### src/rtl/sid_pkg.sv
// Shared types for the SID host-side bus: request bundle, target select and
// host FSM states.
package sid_pkg;

    typedef enum logic [1:0] {
        SEL_D400 = 2'd0,
        SEL_D420 = 2'd1,
        SEL_D500 = 2'd2,
        SEL_DE00 = 2'd3
    } host_sel_t;

    typedef struct packed {
        logic      rw;
        host_sel_t sel;
        logic [4:0] addr;
        logic [7:0] data;
    } host_req_t;

    typedef enum logic [1:0] {
        ST_RES_HOLD = 2'd0,
        ST_IDLE     = 2'd1,
        ST_XFER     = 2'd2
    } host_state_t;

    localparam int HOST_FIFO_DEPTH = 4;

endpackage

### src/rtl/sid_bus_host_fifo.sv
// Four-entry request FIFO for sid_bus_host; push and pop in the same clk
// leave the occupancy unchanged.
module sid_bus_host_fifo
    import sid_pkg::*;
(
    input  logic      clk,
    input  logic      rst,
    input  logic      push_i,
    input  logic      pop_i,
    input  host_req_t din_i,
    output host_req_t dout_o,
    output logic      empty_o,
    output logic      full_o
);

    host_req_t  mem_q [HOST_FIFO_DEPTH];
    logic [1:0] wr_q;
    logic [1:0] rd_q;
    logic [2:0] cnt_q;
    logic       do_push;
    logic       do_pop;

    assign empty_o = (cnt_q == 3'd0);
    assign full_o  = (cnt_q == 3'(HOST_FIFO_DEPTH));
    assign dout_o  = mem_q[rd_q];
    assign do_push = push_i && !full_o;
    assign do_pop  = pop_i && !empty_o;

    always_ff @(posedge clk or posedge rst) begin
        if (rst) begin
            for (int i = 0; i < HOST_FIFO_DEPTH; i++) mem_q[i] <= '0;
            wr_q  <= '0;
            rd_q  <= '0;
            cnt_q <= '0;
        end else begin
            if (do_push) begin
                mem_q[wr_q] <= din_i;
                wr_q        <= wr_q + 2'd1;
            end
            if (do_pop) rd_q <= rd_q + 2'd1;
            if (do_push && !do_pop)      cnt_q <= cnt_q + 3'd1;
            else if (do_pop && !do_push) cnt_q <= cnt_q - 3'd1;
        end
    end

endmodule

### src/rtl/sid_bus_host.sv
// SID host-bus initiator: phi2 generation, power-on reset, register cycles.
// Define SID_BUS_HOST_FIFO_EN for a 4-deep request FIFO (else one register).
module sid_bus_host
    import sid_pkg::*;
#(
    parameter int PHI2_HALF  = 12,
    parameter int RES_CYCLES = 8
) (
    input  logic       clk,
    input  logic       rst,
    input  logic       req_valid,
    output logic       req_ready,
    input  logic       req_rw,
    input  logic [1:0] req_sel,
    input  logic [4:0] req_addr,
    input  logic [7:0] req_data,
    output logic       rsp_valid,
    output logic [7:0] rsp_data,
    output logic       phi2,
    output logic       res_n,
    output logic       r_w_n,
    output logic       cs_n,
    output logic       cs_io1_n,
    output logic       a5,
    output logic       a8,
    output logic [4:0] addr,
    output logic [7:0] data_o,
    output logic       data_oe,
    input  logic [7:0] data_i
);

    localparam int PH_W = $clog2(2 * PHI2_HALF);
    localparam int RC_W = $clog2(RES_CYCLES) + 1;

    host_state_t      state_q, state_d;
    logic [PH_W-1:0]  ph_q;
    logic [RC_W-1:0]  res_cnt_q, res_cnt_d;
    host_req_t        cur_q, cur_d;
    logic             rsp_valid_q, rsp_valid_d;
    logic [7:0]       rsp_data_q, rsp_data_d;
    logic             last;
    logic             xfer;
    logic             q_push, q_pop, q_empty, q_full;
    host_req_t        q_head, req_in;

    assign last   = (ph_q == PH_W'(2 * PHI2_HALF - 1));
    assign phi2   = (ph_q >= PH_W'(PHI2_HALF));
    assign req_in = '{rw: req_rw, sel: host_sel_t'(req_sel),
                      addr: req_addr, data: req_data};
    assign q_push = req_valid && req_ready;
    // Registered occupancy: a request taken on Last waits for the next Last.
    assign q_pop  = last && (state_q != ST_RES_HOLD) && !q_empty;

`ifdef SID_BUS_HOST_FIFO_EN
    sid_bus_host_fifo u_fifo (
        .clk     (clk),
        .rst     (rst),
        .push_i  (q_push),
        .pop_i   (q_pop),
        .din_i   (req_in),
        .dout_o  (q_head),
        .empty_o (q_empty),
        .full_o  (q_full)
    );
`else
    host_req_t pend_q;
    logic      pend_vld_q;

    assign q_head  = pend_q;
    assign q_empty = !pend_vld_q;
    assign q_full  = pend_vld_q;

    always_ff @(posedge clk or posedge rst) begin
        if (rst) begin
            pend_q     <= '0;
            pend_vld_q <= 1'b0;
        end else begin
            if (q_push) pend_q <= req_in;
            if (q_push)     pend_vld_q <= 1'b1;
            else if (q_pop) pend_vld_q <= 1'b0;
        end
    end
`endif

    always_ff @(posedge clk or posedge rst) begin
        if (rst) begin
            state_q     <= ST_RES_HOLD;
            ph_q        <= '0;
            res_cnt_q   <= '0;
            cur_q       <= '0;
            rsp_valid_q <= 1'b0;
            rsp_data_q  <= '0;
        end else begin
            state_q     <= state_d;
            ph_q        <= last ? '0 : ph_q + PH_W'(1);
            res_cnt_q   <= res_cnt_d;
            cur_q       <= cur_d;
            rsp_valid_q <= rsp_valid_d;
            rsp_data_q  <= rsp_data_d;
        end
    end

    always_comb begin
        state_d     = state_q;
        res_cnt_d   = res_cnt_q;
        cur_d       = q_pop ? q_head : cur_q;
        rsp_valid_d = last && (state_q == ST_XFER) && cur_q.rw;
        rsp_data_d  = rsp_valid_d ? data_i : rsp_data_q;
        unique case (state_q)
            ST_RES_HOLD: begin
                if (last) begin
                    if (res_cnt_q == RC_W'(RES_CYCLES - 1)) state_d = ST_IDLE;
                    else res_cnt_d = res_cnt_q + RC_W'(1);
                end
            end
            ST_IDLE, ST_XFER: begin
                if (last) state_d = q_empty ? ST_IDLE : ST_XFER;
            end
            default: state_d = ST_RES_HOLD;
        endcase
    end

    assign xfer      = (state_q == ST_XFER);
    assign res_n     = (state_q != ST_RES_HOLD);
    assign req_ready = res_n && !q_full;
    assign r_w_n     = xfer ? cur_q.rw : 1'b1;
    assign cs_n      = !(xfer && (cur_q.sel != SEL_DE00));
    assign cs_io1_n  = !(xfer && (cur_q.sel == SEL_DE00));
    assign a5        = (cur_q.sel == SEL_D420);
    assign a8        = (cur_q.sel == SEL_D500);
    assign addr      = cur_q.addr;
    assign data_o    = cur_q.data;
    assign data_oe   = xfer && !cur_q.rw && phi2;
    assign rsp_valid = rsp_valid_q;
    assign rsp_data  = rsp_data_q;

endmodule

### config.mk
export PLATFORM = sky130hd
export DESIGN_NAME = sid_bus_host
export DESIGN_NICKNAME = d
export VERILOG_FILES = /design/src/rtl/sid_pkg.sv /design/src/rtl/sid_bus_host_fifo.sv /design/src/rtl/sid_bus_host.sv
export SDC_FILE = /design/constraint.sdc
export NUM_CORES = 1
export LEC_CHECK = 0
export CAP_MARGIN = 20
export CORE_MARGIN = 4
export CORE_UTILIZATION = 52
export CTS_BUF_LIST = sky130_fd_sc_hd__clkbuf_16
export CTS_CLUSTER_SIZE = 28
export DETAILED_ROUTE_END_ITERATION = 10
export PLACE_DENSITY = 0.88
export SYNTH_ARGS = -nofsm -noshare
export SYNTH_HDL_FRONTEND = slang
export SYNTH_HIERARCHICAL = 1
export SYNTH_SLANG_ARGS = --single-unit
### constraint.sdc
create_clock -name clk -period 4.7 [get_ports clk]
set_input_delay 0.705 -clock clk [delete_from_list [all_inputs] [get_ports clk]]
set_output_delay 0.705 -clock clk [all_outputs]
set_load 0.05 [all_outputs]
# Word level (Yosys, flattened, before mapping)
# Index checks and enable logic that the tools add are counted.
# totals
regBits	53
inputBits	27
output_inout_bits	31
wordCells	58
# classes
n_addsub	2
order_cmp	1
eq_ne	11
mux	9
bitwise	1
n_reduce_logical	20
# op_table
op	count
$logic_and A1 B1 Y1	10
$mux W2	4
$ne A2 B2 Y1 const B	4
$eq A2 B2 Y1 const B	3
$reduce_and A3 Y1	2
$add A5 B1 Y5 const B	1
$eq A5 B5 Y1 const B	1
$ge A5 B4 Y1 const B	1
$mux W5	1
$add A4 B1 Y4 const B	1
$eq A2 B1 Y1 const B	2
$eq A4 B3 Y1 const B	1
$logic_not A1 Y1	4
$pmux W2 S2	1
$reduce_bool A2 Y1	2
$mux W1	3
$logic_not A2 Y1	1
$reduce_or A2 Y1	1
$not A1 Y1	1

# Logic depth before layout (Yosys ltp)
# Gate-level depths: netlist (run 1).
# depth
ltp_word	5
depth_mapped	8
ltp_nobuf	5

# Worst setup path before layout (run 1)
# No wires, ideal clock.
# synth_timing
path_kind	reg2out
from	register state_q[0]
to	output port data_oe
t_arrival_ns	1.778
required_ns	3.995
path_slack_ns	2.217
stages_incl_launch_ff	5
n_path_buf	0
cell_sequence	dfrtp_1 > inv_1 > ha_1 > nand2b_1 > nor2b_1
# synth_via
elab_chain_cells	3
# synth_lines
element	line	source
start, declared	sid_bus_host.sv:35	host_state_t state_q, state_d;
start signal, assigned	sid_bus_host.sv:94	state_q <= state_d;
$eq A2 B2 Y1	sid_bus_host.sv:123	assign xfer = (state_q == ST_XFER);
$logic_and A1 B1 Y1 (2 in a row)	sid_bus_host.sv:133	assign data_oe = xfer && !cur_q.rw && phi2;
end, declared	sid_bus_host.sv:28	output logic data_oe,
# Every way passes these cells.

# Worst setup path after layout (run 1)
# Same ends and word-level chain as after synthesis.

==> impl_metrics.tcl, run 1 <==
set metrics [dict create \
    hpwl_um 2810 \
    crit_chain "inv_1 -> ha_1 -> nand2b_1 -> nor2b_1 -> clkdlybuf4s50_1" \
    ant_nets 0 \
    fmax_ghz 0.368 \
    finalMaxSlewViolations 0 \
    relSlewSlack_pct 50.3 \
    drt-pass1-iter-count 4 \
    track_usage_pct 15.3 \
    setup_violations 0 \
    dr_total_vias 1331 \
    ys_ff_latch 53 \
    grt_max_degree 54 \
    start_util_pct 53.9 \
    syn_nets 199 \
    syn_area_sq_um 2340 \
    synth.area.top_cells "dfrtp_1 57%, mux2_2 16%, mux2_4 5.8%, buf_4 4.2%, ha_1 3.2%" \
    layout_common_cells "57 x clkdlybuf4s50_1, 53 x dfrtp_1, 33 x mux2_2" \
    powerDensity_nw_per_um2 278 \
    dieArea_sq_um 5650 \
    worstMarginPinSlew_ns 0.746 \
    path_class "reg2out" \
    avgSynthCellArea_sq_um 14.1 \
    grt_setup_unrepaired "false" \
    crit_family "buffers and inverters" \
    grt_pass1_wl_um 6380 \
    slowest_stage "clkdlybuf4s50_1" \
    gr-total-overflow 0 \
    report.final.hold_viol_count 0 \
    layout_commonest_cell "clkdlybuf4s50_1" \
    drc 0 \
    gp_congestion 0.657 \
    required_ns 3.99 \
    startpoint "state_q[0]" \
    outcome "finished, final reports clean" \
    cts.path.max_buffers 2 \
    cp-end-kind "primary output" \
    max_stage_delay_ns 0.81 \
    period_minus_slack_ns 2.72 \
    path_buf_inv 2 \
    hold_end "res_cnt_q[3]" \
    syn-instance-count 166 \
    postCtsSetupBuffers 0 \
    cts_tree "built" \
    postRouteWirelength_um 3990 \
    ys_types 29 \
    core_area_sq_um 4350 \
    path_max_fanout 4 \
    cp_data_arrival_time_ns 2.01 \
    drv_cap 0 \
    grt_pass1_vias 1401 \
    cts.htree.levels 2 \
    hp-class "reg2reg" \
    ctsHoldBuffers 0 \
    setup_tns_ns 0 \
    nets 244 \
    yosys_warnings 6 \
    clk_latency_ns 0.28 \
    rows 24 \
    worstSetupStartpointType "flip-flop" \
    post_cts_resized 0 \
    cts.sinks 53 \
    viasPerCell 5.04 \
    die_height_um 75.2 \
    area_growth_pct 27.1 \
    place_area_sq_um 2820 \
    yosysTopAreaCellShare_pct 56.6 \
    drive_above_1_share_pct 24.1 \
    port_buffers 57 \
    leakage_nw 1.43 \
    seq_area_frac_synth_pct 56.6 \
    r2r-end "pend_q[2]" \
    finalInstanceArea_sq_um 2980 \
    clk_pin_slew_worst_paths_ns 0.06 \
    pin_count 58 \
    hold_depth 1 \
    drt_iter0_markers 55 \
    fin_crit_sh_pct 57.9 \
    antenna_found_initial 0 \
    vdd_ir_drop_max_mv 0.252 \
    clockRootBuffer "clkbuf_16" \
    skew_ns 0.00435 \
    r2r_setup_slack_ns 2.65 \
    yosysTopAreaCell "dfrtp_1" \
    numCtsBuffers 5 \
    hp-start "res_cnt_q[3]" \
    wl_per_cell_um 15.1 \
    die_w_um 75.2 \
    diodes 0 \
    rr_worst_depth 5 \
    r2r_start "state_q[0]" \
]
## cell families after synthesis
group	Yosys count	share of synthesized area, %
AO/OA/AOI/OAI	7	2.13
multiplexers	43	22.0
XOR/XNOR	4	1.49
adder cells (fa/ha/maj)	6	3.20
AND/OR/NAND/NOR	27	6.78
flip-flops	53	56.6
buffers and inverters	26	7.79
## state kept, by name, summed over array words and instances (netlist names)
register and cells:
res_cnt_q 4, ph_q 5, state_q 2, rsp_data 8
data_o 8, rsp_valid 1, pend_vld_q 1, pend_q 16
cur_q 3, addr 5
## layout make-up
cell class	count	area, sq um
repair buffers	58	591
fillers	324	1370
clock buffers	5	125
well taps	52	65.1
clock inverters	3	15.0
multi-input cells	87	836
flip-flops and latches	53	1330
inverters	6	22.5
## worst max path at each step
stage	end	cells past startpoint	slack [ns]
floorplan	data_oe	4	2.22
global placement	data_oe	5	2.30
detailed placement	data_oe	5	2.27
CTS	data_oe	5	1.96
global route	data_oe	5	1.87
finish	data_oe	5	1.98
## metrics by stage
stage	utilization, %	cells	worst slack, ns	power [mW]	hold WS (ns)
finish	68.4	264	1.98	0.829	0.469
global route	68.4	264	1.87	0.868	0.489
CTS	68.0	263	1.96	0.840	0.472
detailed placement	64.8	255	2.27	0.495	0.459
global placement	64.8	255	2.30	0.495	0.457
floorplan	-	166	2.22	0.471	0.437
## power by group
part / switching (mW) / internal [mW] / total (mW) / leakage [nW]
clock network: 0.148 / 0.193 / 0.342 / 0.0724
logic: 0.0113 / 0.0205 / 0.0318 / 0.623
registers: 0 / 0.456 / 0.456 / 0.732
total: 0.159 / 0.670 / 0.829 / 1.43
## Yosys cell counts
library cell,n
xnor2_1,3
mux2_2,33
xor2_1,1
nand3b_1,2
a21o_1,2
ha_1,6
nand3_1,3
dfrtp_1,53
buf_6,2
nor2_1,4
and4b_1,1
nor2b_1,6
o32ai_1,1
nand4_1,2
mux2_4,9
and3_1,2
buf_4,13
nand2_1,3
and3_4,1
inv_1,6
buf_12,1
a21oi_1,1
and2_1,2
a211oi_1,1
mux2i_1,1
buf_2,4
a2bb2oi_1,1
o21ai_0,1
nand2b_1,1
## routing by layer
layer / track usage (%) / vias up / share of wire, % / wire (um)
li1: - / 637 / - / -
met1: 16.9 / 659 / 39 / 1570
met2: 27.7 / 31 / 55 / 2180
met3: 3.47 / 4 / 4.8 / 193
met4: 7.18 / 0 / 1.3 / 52
met5: 0 / - / 0 / 0
(Power assumes the default switching activity.)
==> run 2, diff against run 1 <==
Settings changed: CORE_UTILIZATION 52 to 49, PLACE_DENSITY 0.88 to 0.83.
Clock period 4.7 ns to 2.8 ns, I/O delays scaled along.
==> impl_metrics.tcl, run 2 (synthesis gave the netlist of run 1 again) <==
set metrics [dict create \
    outcome "finished, final reports clean" \
    clk_pin_slew_worst_paths_ns 0.06 \
    period_minus_slack_ns 2.39 \
    dr_total_vias 1338 \
    grt_pass1_vias 1438 \
    fmax_ghz 0.419 \
    cp-end-kind "primary output" \
    drc 0 \
    dieArea_sq_um 5960 \
    layout_common_cells "57 x clkdlybuf4s50_1, 53 x dfrtp_1, 33 x mux2_2" \
    stdcell_count 266 \
    wl_per_cell_um 15.5 \
    port_buffers 57 \
    hp-class "in2async" \
    grt_setup_unrepaired "false" \
    drt-pass1-iter-count 4 \
    hpwl_um 3050 \
    cts.htree.levels 2 \
    setup_tns_ns 0 \
    path_class "reg2out" \
    die_height_um 77.2 \
    path_buf_inv 2 \
    required_ns 2.38 \
    viasPerCell 5.03 \
    antenna_found_initial 0 \
    post_cts_resized 0 \
    crit_family "buffers and inverters" \
    clockRootBuffer "clkbuf_16" \
    cts_tree "built" \
    crit_chain "inv_1 -> ha_1 -> nand2b_1 -> nor2b_1 -> clkdlybuf4s50_1" \
    pin_count 58 \
    worstMarginPinSlew_ns 0.517 \
    largest_reg_flops 16 \
    ctsHoldBuffers 0 \
    finalInstanceArea_sq_um 2980 \
    finalMaxSlewViolations 0 \
    nets 246 \
    regMostFlops "pend_q" \
    drive_above_1_share_pct 24.8 \
    diodes 0 \
    vdd_ir_drop_max_mv 0.345 \
    track_usage_pct 15.1 \
    total_power_mw 1.39 \
    place_area_sq_um 2840 \
    grt_max_degree 21 \
    skew_ns 0.00590 \
    core_area_sq_um 4500 \
    numCtsBuffers 5 \
    grt_pass1_wl_um 7060 \
    relSlewSlack_pct 65.4 \
    die_w_um 77.2 \
    powerDensity_nw_per_um2 465 \
    dp_cells 258 \
    clk_latency_ns 0.28 \
    start_util_pct 52.1 \
    whs_ns 0.420 \
    layout_commonest_cell "clkdlybuf4s50_1" \
    rows 24 \
    postCtsSetupBuffers 0 \
    postRouteWirelength_um 4140 \
    report.final.hold_viol_count 0 \
    leakage_nw 1.43 \
    worstSetupStartpointType "flip-flop" \
    path_max_fanout 4 \
    drv_cap 0 \
    ant_nets 0 \
    cp_data_arrival_time_ns 1.97 \
    max_stage_delay_ns 0.80 \
    slowest_stage "clkdlybuf4s50_1" \
    r2r_setup_slack_ns 0.76 \
    setup_violations 0 \
    cts.path.max_buffers 2 \
    gr-total-overflow 0 \
    area_growth_pct 27.1 \
    drt_iter0_markers 53 \
    fin_crit_sh_pct 85.2 \
    cts.sinks 53 \
    gp_congestion 0.722 \
]
## run 2: metal layers
metal	wire length, um	vias to the layer above	track usage [%]
met5	0	-	0
met4	69	0	6.41
met3	176	5	2.69
met2	1940	40	24.0
met1	1950	650	20.3
li1	-	643	-
## run 2: worst reg2reg max path, cell delays in order, from the launching register on
cell     delay (ns)
dfrtp_1        0.41
ha_1           0.25
and4b_1        0.39
and3_1         0.47
mux2_2         0.40
## run 2: layout make-up
cell class / instances / area (sq um)
sequential: 53 / 1330
fill: 375 / 1520
tap: 52 / 65.1
clock buffer: 5 / 125
inverter: 6 / 22.5
clock inverter: 3 / 12.5
timing repair buffer: 60 / 593
multi-input combinational: 87 / 836
## run 2: per-stage QoR
stage | utilization (%) | worst slack [ns]
6_report | 66.2 | 0.414
5_1_grt | 66.2 | 0.282
4_1_cts | 66.2 | 0.388
3_5_place_dp | 63.1 | 0.706
3_3_place_gp | 63.1 | 0.726
2_1_floorplan | - | 0.330
## run 2: path summary, 6_finish.rpt
| path | startpoint | to | depth (start not counted) |
|---|---|---|---|
| worst max-delay path | state_q[0] | data_oe | 5 |
| worst min-delay path | rst | data_o[6] | 2 |
| worst max register to register | ph_q[0] | rsp_data[0] | 4 |
| worst min register to register | res_cnt_q[3] | res_cnt_q[3] | 1 |
| max in group asynchronous | rst | ph_q[2] | 3 |
| min in group clk | res_cnt_q[3] | res_cnt_q[3] | 1 |
## run 2: where the power goes
part	internal [mW]	total, mW	switching, mW
Clock	0.323	0.568	0.245
Combinational	0.0334	0.0528	0.0194
Sequential	0.766	0.766	0
